`src/rtl/instr_encoder_pkg.sv`:
```
// Shared definitions for the instruction encoder: format codes, the NOP word,
// immediate range limits and the request bundle carried through stage 1.
package instr_encoder_pkg;

  typedef enum logic [2:0] {
    SRC_ILL0   = 3'b000,
    SRC_I      = 3'b001,
    SRC_S      = 3'b010,
    SRC_B      = 3'b011,
    SRC_U      = 3'b100,
    SRC_J      = 3'b101,
    SRC_ISHIFT = 3'b110,
    SRC_ILL7   = 3'b111
  } src_ext_e;

  localparam logic [31:0] NOP_INSTR = 32'h0000_0013;

  // Lowest bit that must equal the sign for each signed format, plus the
  // U-type zero field and the shift-amount width.
  localparam int IMM_I_SIGN_BIT = 11;
  localparam int IMM_B_SIGN_BIT = 12;
  localparam int IMM_J_SIGN_BIT = 20;
  localparam int IMM_U_LOW_BITS = 12;
  localparam int SHAMT_BITS     = 5;

  typedef struct packed {
    src_ext_e    srcExt;
    logic [31:0] imm;
    logic [6:0]  opcode;
    logic [2:0]  funct3;
    logic [6:0]  funct7;
    logic [4:0]  rd;
    logic [4:0]  rs1;
    logic [4:0]  rs2;
  } enc_req_t;

  // True when imm[31:signBit] are all copies of one bit, i.e. the value fits
  // a signed field whose sign sits at signBit.
  function automatic logic sign_ext_ok(input logic [31:0] imm, input int signBit);
    logic [31:0] upper;
    upper = 32'($signed(imm) >>> signBit);
    return (upper == '0) || (upper == '1);
  endfunction

endpackage

```
`src/rtl/instr_encoder_imm_field_pack.sv`:
```
// Combinational immediate packer: scatters ImmIn into the instruction word for
// the selected format and flags values the format cannot represent.
module imm_field_pack
  import instr_encoder_pkg::*;
(
  input  logic [2:0]  SrcExt,
  input  logic [31:0] ImmIn,
  input  logic [6:0]  Opcode,
  input  logic [2:0]  Funct3,
  input  logic [6:0]  Funct7,
  input  logic [4:0]  Rd,
  input  logic [4:0]  Rs1,
  input  logic [4:0]  Rs2,
  output logic [31:0] Instr,
  output logic        RangeErr
);

  logic [31:0] packedWord;
  logic        legal;

  always_comb begin
    packedWord = '0;
    legal      = 1'b0;
    case (src_ext_e'(SrcExt))
      SRC_I: begin
        packedWord = {ImmIn[11:0], Rs1, Funct3, Rd, Opcode};
        legal      = sign_ext_ok(ImmIn, IMM_I_SIGN_BIT);
      end
      SRC_S: begin
        packedWord = {ImmIn[11:5], Rs2, Rs1, Funct3, ImmIn[4:0], Opcode};
        legal      = sign_ext_ok(ImmIn, IMM_I_SIGN_BIT);
      end
      SRC_B: begin
        packedWord = {ImmIn[12], ImmIn[10:5], Rs2, Rs1, Funct3, ImmIn[4:1], ImmIn[11], Opcode};
        legal      = sign_ext_ok(ImmIn, IMM_B_SIGN_BIT) && !ImmIn[0];
      end
      SRC_U: begin
        packedWord = {ImmIn[31:12], Rd, Opcode};
        legal      = (ImmIn[IMM_U_LOW_BITS-1:0] == '0);
      end
      SRC_J: begin
        packedWord = {ImmIn[20], ImmIn[10:1], ImmIn[11], ImmIn[19:12], Rd, Opcode};
        legal      = sign_ext_ok(ImmIn, IMM_J_SIGN_BIT) && !ImmIn[0];
      end
      SRC_ISHIFT: begin
        packedWord = {Funct7, ImmIn[SHAMT_BITS-1:0], Rs1, Funct3, Rd, Opcode};
        legal      = (ImmIn[31:SHAMT_BITS] == '0);
      end
      default: begin
        packedWord = '0;
        legal      = 1'b0;
      end
    endcase

    // Errored requests still produce a harmless word so the consumer never
    // sees a half-encoded instruction.
    RangeErr = !legal;
    Instr    = legal ? packedWord : NOP_INSTR;
  end

endmodule

```
`src/rtl/instr_encoder.sv`:
```
// Two-stage instruction encoder: stage 1 holds the request, stage 2 holds the
// packed word, with valid/ready handshakes and saturating output counters.
module instr_encoder
  import instr_encoder_pkg::*;
(
  input  logic        clk,
  input  logic        rst_n,
  input  logic        InValid,
  output logic        InReady,
  input  logic [2:0]  SrcExt,
  input  logic [31:0] ImmIn,
  input  logic [6:0]  Opcode,
  input  logic [2:0]  Funct3,
  input  logic [6:0]  Funct7,
  input  logic [4:0]  Rd,
  input  logic [4:0]  Rs1,
  input  logic [4:0]  Rs2,
  output logic        OutValid,
  input  logic        OutReady,
  output logic [31:0] Instr,
  output logic        RangeErr,
  output logic [7:0]  ErrCount,
  output logic [15:0] EncCount
);

  logic        s1Valid_q, s1Valid_d;
  enc_req_t    s1Req_q, s1Req_d;
  logic        s2Valid_q, s2Valid_d;
  logic [31:0] instr_q, instr_d;
  logic        rangeErr_q, rangeErr_d;
  logic [15:0] encCount_q, encCount_d;
  logic [7:0]  errCount_q, errCount_d;

  logic        accept;
  logic        s2Load;
  logic        outFire;
  logic [31:0] packInstr;
  logic        packErr;

  // Stage 2 frees up in the same cycle it is drained, which is what lets the
  // pipe sustain one request per cycle under a ready consumer.
  assign s2Load  = s1Valid_q && (!s2Valid_q || OutReady);
  assign InReady = !s1Valid_q || s2Load;
  assign accept  = InValid && InReady;
  assign outFire = s2Valid_q && OutReady;

  imm_field_pack u_pack (
    .SrcExt   (s1Req_q.srcExt),
    .ImmIn    (s1Req_q.imm),
    .Opcode   (s1Req_q.opcode),
    .Funct3   (s1Req_q.funct3),
    .Funct7   (s1Req_q.funct7),
    .Rd       (s1Req_q.rd),
    .Rs1      (s1Req_q.rs1),
    .Rs2      (s1Req_q.rs2),
    .Instr    (packInstr),
    .RangeErr (packErr)
  );

  always_comb begin
    s1Valid_d  = s1Valid_q;
    s1Req_d    = s1Req_q;
    s2Valid_d  = s2Valid_q;
    instr_d    = instr_q;
    rangeErr_d = rangeErr_q;
    encCount_d = encCount_q;
    errCount_d = errCount_q;

    if (accept) begin
      s1Valid_d      = 1'b1;
      s1Req_d.srcExt = src_ext_e'(SrcExt);
      s1Req_d.imm    = ImmIn;
      s1Req_d.opcode = Opcode;
      s1Req_d.funct3 = Funct3;
      s1Req_d.funct7 = Funct7;
      s1Req_d.rd     = Rd;
      s1Req_d.rs1    = Rs1;
      s1Req_d.rs2    = Rs2;
    end else if (s2Load) begin
      s1Valid_d = 1'b0;
    end

    if (s2Load) begin
      s2Valid_d  = 1'b1;
      instr_d    = packInstr;
      rangeErr_d = packErr;
    end else if (outFire) begin
      s2Valid_d = 1'b0;
    end

    if (outFire) begin
      if (encCount_q != 16'hFFFF) begin
        encCount_d = encCount_q + 16'd1;
      end
      if (rangeErr_q && (errCount_q != 8'hFF)) begin
        errCount_d = errCount_q + 8'd1;
      end
    end
  end

  always_ff @(posedge clk or negedge rst_n) begin
    if (!rst_n) begin
      s1Valid_q  <= 1'b0;
      s1Req_q    <= '0;
      s2Valid_q  <= 1'b0;
      instr_q    <= '0;
      rangeErr_q <= 1'b0;
      encCount_q <= '0;
      errCount_q <= '0;
    end else begin
      s1Valid_q  <= s1Valid_d;
      s1Req_q    <= s1Req_d;
      s2Valid_q  <= s2Valid_d;
      instr_q    <= instr_d;
      rangeErr_q <= rangeErr_d;
      encCount_q <= encCount_d;
      errCount_q <= errCount_d;
    end
  end

  assign OutValid = s2Valid_q;
  assign Instr    = instr_q;
  assign RangeErr = rangeErr_q;
  assign EncCount = encCount_q;
  assign ErrCount = errCount_q;

endmodule

```
`config.mk`:
```
export PLATFORM = sky130hd
export DESIGN_NAME = instr_encoder
export DESIGN_NICKNAME = d
export VERILOG_FILES = /design/src/rtl/instr_encoder_pkg.sv /design/src/rtl/instr_encoder_imm_field_pack.sv /design/src/rtl/instr_encoder.sv
export SDC_FILE = /design/constraint.sdc
export NUM_CORES = 1
export LEC_CHECK = 0
export ABC_CLOCK_PERIOD_IN_PS = 2000
export CAP_MARGIN = 10
export CORE_MARGIN = 2
export CORE_UTILIZATION = 35
export CTS_CLUSTER_DIAMETER = 80
export DETAILED_ROUTE_END_ITERATION = 12
export PLACE_DENSITY = 0.58
export SETUP_SLACK_MARGIN = 0.15
export SLEW_MARGIN = 20
export SYNTH_ARGS = -nofsm -noshare
export SYNTH_HDL_FRONTEND = slang
export SYNTH_HIERARCHICAL = 1
export SYNTH_SLANG_ARGS = --single-unit
```
`constraint.sdc`:
```
create_clock -name clk -period 2 [get_ports clk]
set_input_delay 0.3 -clock clk [delete_from_list [all_inputs] [get_ports clk]]
set_output_delay 0.3 -clock clk [all_outputs]
set_load 0.02 [all_outputs]
```
# --- After elaboration in Yosys (flattened, before gate mapping) ---
# Index checks and enable logic that the tools add are counted.
totals:
  reg_bits: 126
  latchBits: 0
  mem_bits_rw: 0
  mem_bits_ro: 0
  input_bits: 71
  wordCells: 59
  memories: 0
op_classes:
  n_addsub: 2
  multipliers: 0
  div_mod_pow: 0
  magnitude_cmp: 0
  n_eq_ne: 11
  shifts: 0
  n_mux: 7
  bitwise: 0
  reduce_logical: 25
ops:
  columns: ["operator", "count"]
  rows:
  - ["$pmux 32 s6", 1]
  - ["$eq 32x32->1 const B", 3]
  - ["$logic_not 32->1", 3]
  - ["$mux 32", 1]
  - ["$logic_not 27->1", 1]
  - ["$add 16x1->16 const B", 1]
  - ["$ne 16x16->1 const B", 1]
  - ["$logic_not 12->1", 1]
  - ["$eq 3x3->1 const B", 3]
  - ["$add 8x1->8 const B", 1]
  - ["$ne 8x8->1 const B", 1]
  - ["$eq 3x2->1 const B", 2]
  - ["$logic_and 1x1->1", 6]
  - ["$logic_or 1x1->1", 5]
  - ["$pmux 1 s5", 1]
  - ["$logic_not 1->1", 4]
  - ["$mux 1", 4]
  - ["$reduce_and 2->1", 2]
  - ["$reduce_bool 2->1", 2]
  - ["$eq 3x1->1 const B", 1]
  - ["$reduce_or 2->1", 1]

# --- Depth between registers and ports, before layout ---
depth:
  ltp_word: 6
  mapped_depth: 9

# --- Modules after synthesis ---
# Netlist, hierarchy kept.
modules_own_cells:
  columns: ["module", "instances", "cells_each", "area_each_um2", "seq_area_each_um2"]
  rows:
  - ["instr_encoder", 1, 317, 4895.9, 3153.0]
  - ["imm_field_pack", 1, 128, 898.4, 0.0]

# --- Worst setup path after synthesis ---
# Ideal clock, no wire load.
synth_timing:
  path_kind: "flip-flop to flip-flop"
  from: "register s1Req_q[64] in the netlist's numbering"
  to: "register instr_q[1], in the netlist Instr[1]"
  setup_time_ps: 125
  t_arrival_ps: 1899
  required_ps: 1875
  path_slack_ps: -23
  stages_incl_launch_ff: 9
  path_buffers: 2
  synth_period_minus_slack_ps: 2023
  cell_sequence: "dfrtp_1 -> buf_6 -> nand2b_4 -> a2111o_1 -> o32ai_2 -> a221oi_4 -> buf_6 -> or2_1 -> mux2_2"
synth_between:
  elab_chain_len: 4
  elab_cells_between_ends: 10
  cone_classes: "6 x eq/ne; 3 x mux; 1 x reduce/logical"
synth_lines:
  columns: ["element", "line", "rtl"]
  rows:
  - ["start: declaration", "instr_encoder.sv:27", "enc_req_t s1Req_q, s1Req_d;"]
  - ["start signal: assignment", "instr_encoder.sv:112", "s1Req_q <= s1Req_d;"]
  - ["$eq 3x1->1 / $eq 3x2->1 (equally long branches)", "instr_encoder_imm_field_pack.sv:24", "case (src_ext_e'(SrcExt))"]
  - ["$reduce_or 2->1 (no line)", null, null]
  - ["$pmux 1 s5", "instr_encoder_imm_field_pack.sv:24", null]
  - ["$mux 32 *", "instr_encoder_imm_field_pack.sv:58", "Instr = legal ? packedWord : NOP_INSTR;"]
  - ["via packInstr[1]", "instr_encoder.sv:37", "logic [31:0] packInstr;"]
  - ["end signal: assignment", "instr_encoder.sv:114", "instr_q <= instr_d;"]
  - ["end: declaration", "instr_encoder.sv:29", "logic [31:0] instr_q, instr_d;"]
# The timed path passes the listed nets; every way through them passes the cells marked *.
# A chain may end at the register's enable or synchronous reset.

# --- Worst setup path in the final report ---
layout_timing:
  from: "register s1Req_q[65] in the netlist's numbering"
  to: "register instr_q[24], in the netlist Instr[24]"
# Same word-level chain as after synthesis.

==> qor.txt <==
Status - finished with violations
Violated checks - negative setup slack
CP Cell Sequence - buf_6, nand2b_4, a2111o_1, o32ai_2, a221oi_4, buf_6, nor2_1, mux2_2
FF+latch count, synth - 126
Syn Inst Count - 445
Router iterations before antenna repair - 6
Post-route insts no fill - 855
CTS tree - done
PortBufs - 129
Cell family with most CP delay - compound AO/OA/AOI/OAI gates
Post-synth EDFFs - 0
Max-slew violations - 0
Top cell type's share of synthesized area - 54.4%
Slew headroom - 63.1%
Largest net degree at the start of global routing - 53
GR Util met3 - 3.91%
Worst EP required - 2300 ps
Clk pwr share - 35.8%
Cell Rows - 47
Worst-margin pin slew - 554 ps
Gate power share - 22.8%
TritonCTS Buffers - 17
Initial Utilization - 35.3%
Max FO, Critical Path - 11
Seq/Total Area, Yosys - 54.4%
Layout cells sized above 1 - 33.4%
Max Freq - 469 MHz
First-pass GRT wire length - 23.6 mm
Crit path max-delay cell type - a221oi_4
Buf/Inv on CP - 2
WL/cell - 17.4 um
Vias in the first global route - 4371
Longest Clk Path Bufs - 2
Initial antenna violation count - 0
Initial DRC count - 251
Mean Syn Cell Area - 13.0 um2
Post-place setup slack - -148 ps
Critical Path Stages - 8
Final Hold Slack - 406 ps
RSZ-0062 raised after global routing - true
Cell Area, Synth - 5790 um2
Syn_nets - 518
Critical path arrival - 2430 ps
Switching share of power - 28.2%
Cell variety after synth - 52
Htree depth - 4
Gr busiest metal - met2
Clk slew on worst S/H paths - 50 ps
Dpl cells - 819
Pwr dens - 940 nW/um2
Cell taking the most area after synthesis - dfrtp_1
Die area - 17600 um2
MaxCap Viol Count - 0
Switch Pwr - 0.00221 W
Reg2Reg Depth - 8
Final wirelength - 14.8 mm
Num ports - 130
Hold Vio Cnt, Final - 0
Congestion Overflow GR - 0
Final setup vio count - 33
DRT antenna net count - 0
Die Wd - 133 um
Sinks on Clock Net - 126
Final setup margin - -133 ps
Antenna fix cells - 0
Later-pin clock latency in the skew report - 420 ps
Crit share post-route - 107%
Critical path startpoint category - flip-flop
CP max stage delay - 570 ps
WS Path Type - reg -> reg
Post-DP HPWL - 10.7 mm
Leak pwr - 3.53 nW
Synth async-reset ratio - 100%
Met1 usage - 23.0%
Internal power - 0.00563 W
P&R area growth vs syn - 44.1%
Core Area - 16400 um2
Die Height - 133 um
Via density - 5.04
Hold crit path type - in -> async
Peak VDD IR - 0.644 mV
Synth Warn # - 6
Final setup TNS - -3600 ps
# DRC - 0
Final clock skew - 5.83 ps
Crit path time final - 2130 ps
Main area contributors after synthesis - dfrtp_1 54%, mux2_2 21%, a22oi_1 2.5%
Top_reg_cell synth - dfrtp_1
Met2 usage - 27.4%
Crit path capture type - flip-flop
Via count - 4306
Most used cell, CP - buf_6
Post-Route Utilization - 50.9%
Sequential share of power - 41.4%
All-Layer GR Usage - 17.3%
Final Wtd Congestion - 0.855
Layout Nets - 697
Root Driver - clkbuf_16
[cells by family (layout without fill, tap and decap cells)]
logic type,after synthesis,in the layout,synth area share [%]
flip-flops,126,126,54.4
XOR/XNOR,22,22,3.33
buffers and inverters,24,213,2.40
AO/OA/AOI/OAI,41,42,6.28
multiplexers,114,114,22.2
AND/OR/NAND/NOR,116,116,10.9
adder cells (fa/ha/maj),2,2,0.432
[state kept, by name, indices dropped and copies added (netlist names)]
register	count
RangeErr	1
Instr	32
ErrCount	8
OutValid	1
EncCount	16
s1Valid_q	1
s1Req_q	67
[synthesized netlist by cell type, types with 3 or more instances]
master / n
a222oi_1: 4
a22oi_1: 19
and2_1: 3
buf_2: 12
buf_4: 3
buf_6: 3
dfrtp_1: 126
inv_1: 3
mux2_1: 4
mux2_2: 108
nand2_1: 14
nand2b_1: 6
nand3_1: 9
nand4_1: 13
nor2_1: 30
nor2b_1: 8
nor3_1: 7
nor4_1: 10
or2_1: 3
xnor2_1: 9
xor2_1: 13
[final cells by class]
type                    instances  area [um2]
fillers                      1432        8060
flip-flops and latches        126        3160
clock inverters                 7        65.1
repair buffers                180        1780
multi-input cells             296        2590
well taps                     220         275
clock buffers                  23         468
inverters                       3        11.3
[placed cells by master, fill, tap and decap left out, types with 6 or more instances in the layout]
cell type and count:
xor2_1 13, clkdlybuf4s50_1 123, nor4_1 6, buf_4 38
buf_6 7, buf_12 6, nand4_1 13, nand2b_1 6
clkbuf_16 17, nand2_1 12, xnor2_1 9, dfrtp_1 123
mux2_2 108, nor2_1 30, nor3_1 7, a22oi_1 18
nor2b_1 8, nand3_1 9
[path summary, 6_finish.rpt]
check | to | slack, ps | startpoint
worst min-delay path | s1Req_q[16] | 410 | rst_n
min in group clk | s1Req_q[26] | 500 | Opcode[1]
worst min register to register | s1Req_q[31] | 500 | s1Req_q[31]
worst max-delay path | Instr[24] | -130 | s1Req_q[65]
worst max register to register | Instr[24] | -130 | s1Req_q[65]
max in group asynchronous | EncCount[5] | 960 | rst_n
[power by group through the flow]
stage | clock (W) | sequential (W) | combinational [W]
4_1_cts | 0.00289 | 0.00323 | 0.00178
3_5_place_dp | 0 | 0.00326 | 0.00175
2_1_floorplan | 0 | 0.00332 | 0.000817
3_3_place_gp | 0 | 0.00325 | 0.00172
6_report | 0.00281 | 0.00324 | 0.00179
5_1_grt | 0.00299 | 0.00330 | 0.00193
[what timing repair did]
| item | CTS | global route |
|---|---|---|
| gates cloned | 0 | 1 |
| endpoints found under the setup margin | 35 | 46 |
| resized for setup | 11 | 15 |
| endpoints found under the hold margin | 50 | 0 |
| hold buffers | 1 | 0 |
| pin swaps | 1 | 2 |
| setup buffers | 3 | 1 |
[metrics by stage]
| stage | instance area (um2) | total power (W) |
|---|---|---|
| floorplan | 5790 | 0.00414 |
| global placement | 7660 | 0.00496 |
| detailed placement | 7660 | 0.00501 |
| CTS | 8260 | 0.00790 |
| global route | 8350 | 0.00822 |
| finish | 8350 | 0.00785 |
[per-layer routing]
layer	wire length [um]	share of wire, %	vias up
met5	0	0	-
met2	7130	48	113
met4	348	2.3	0
met1	6760	46	2161
li1	-	-	2001
met3	607	4.1	31
(Power assumes the default switching activity.)
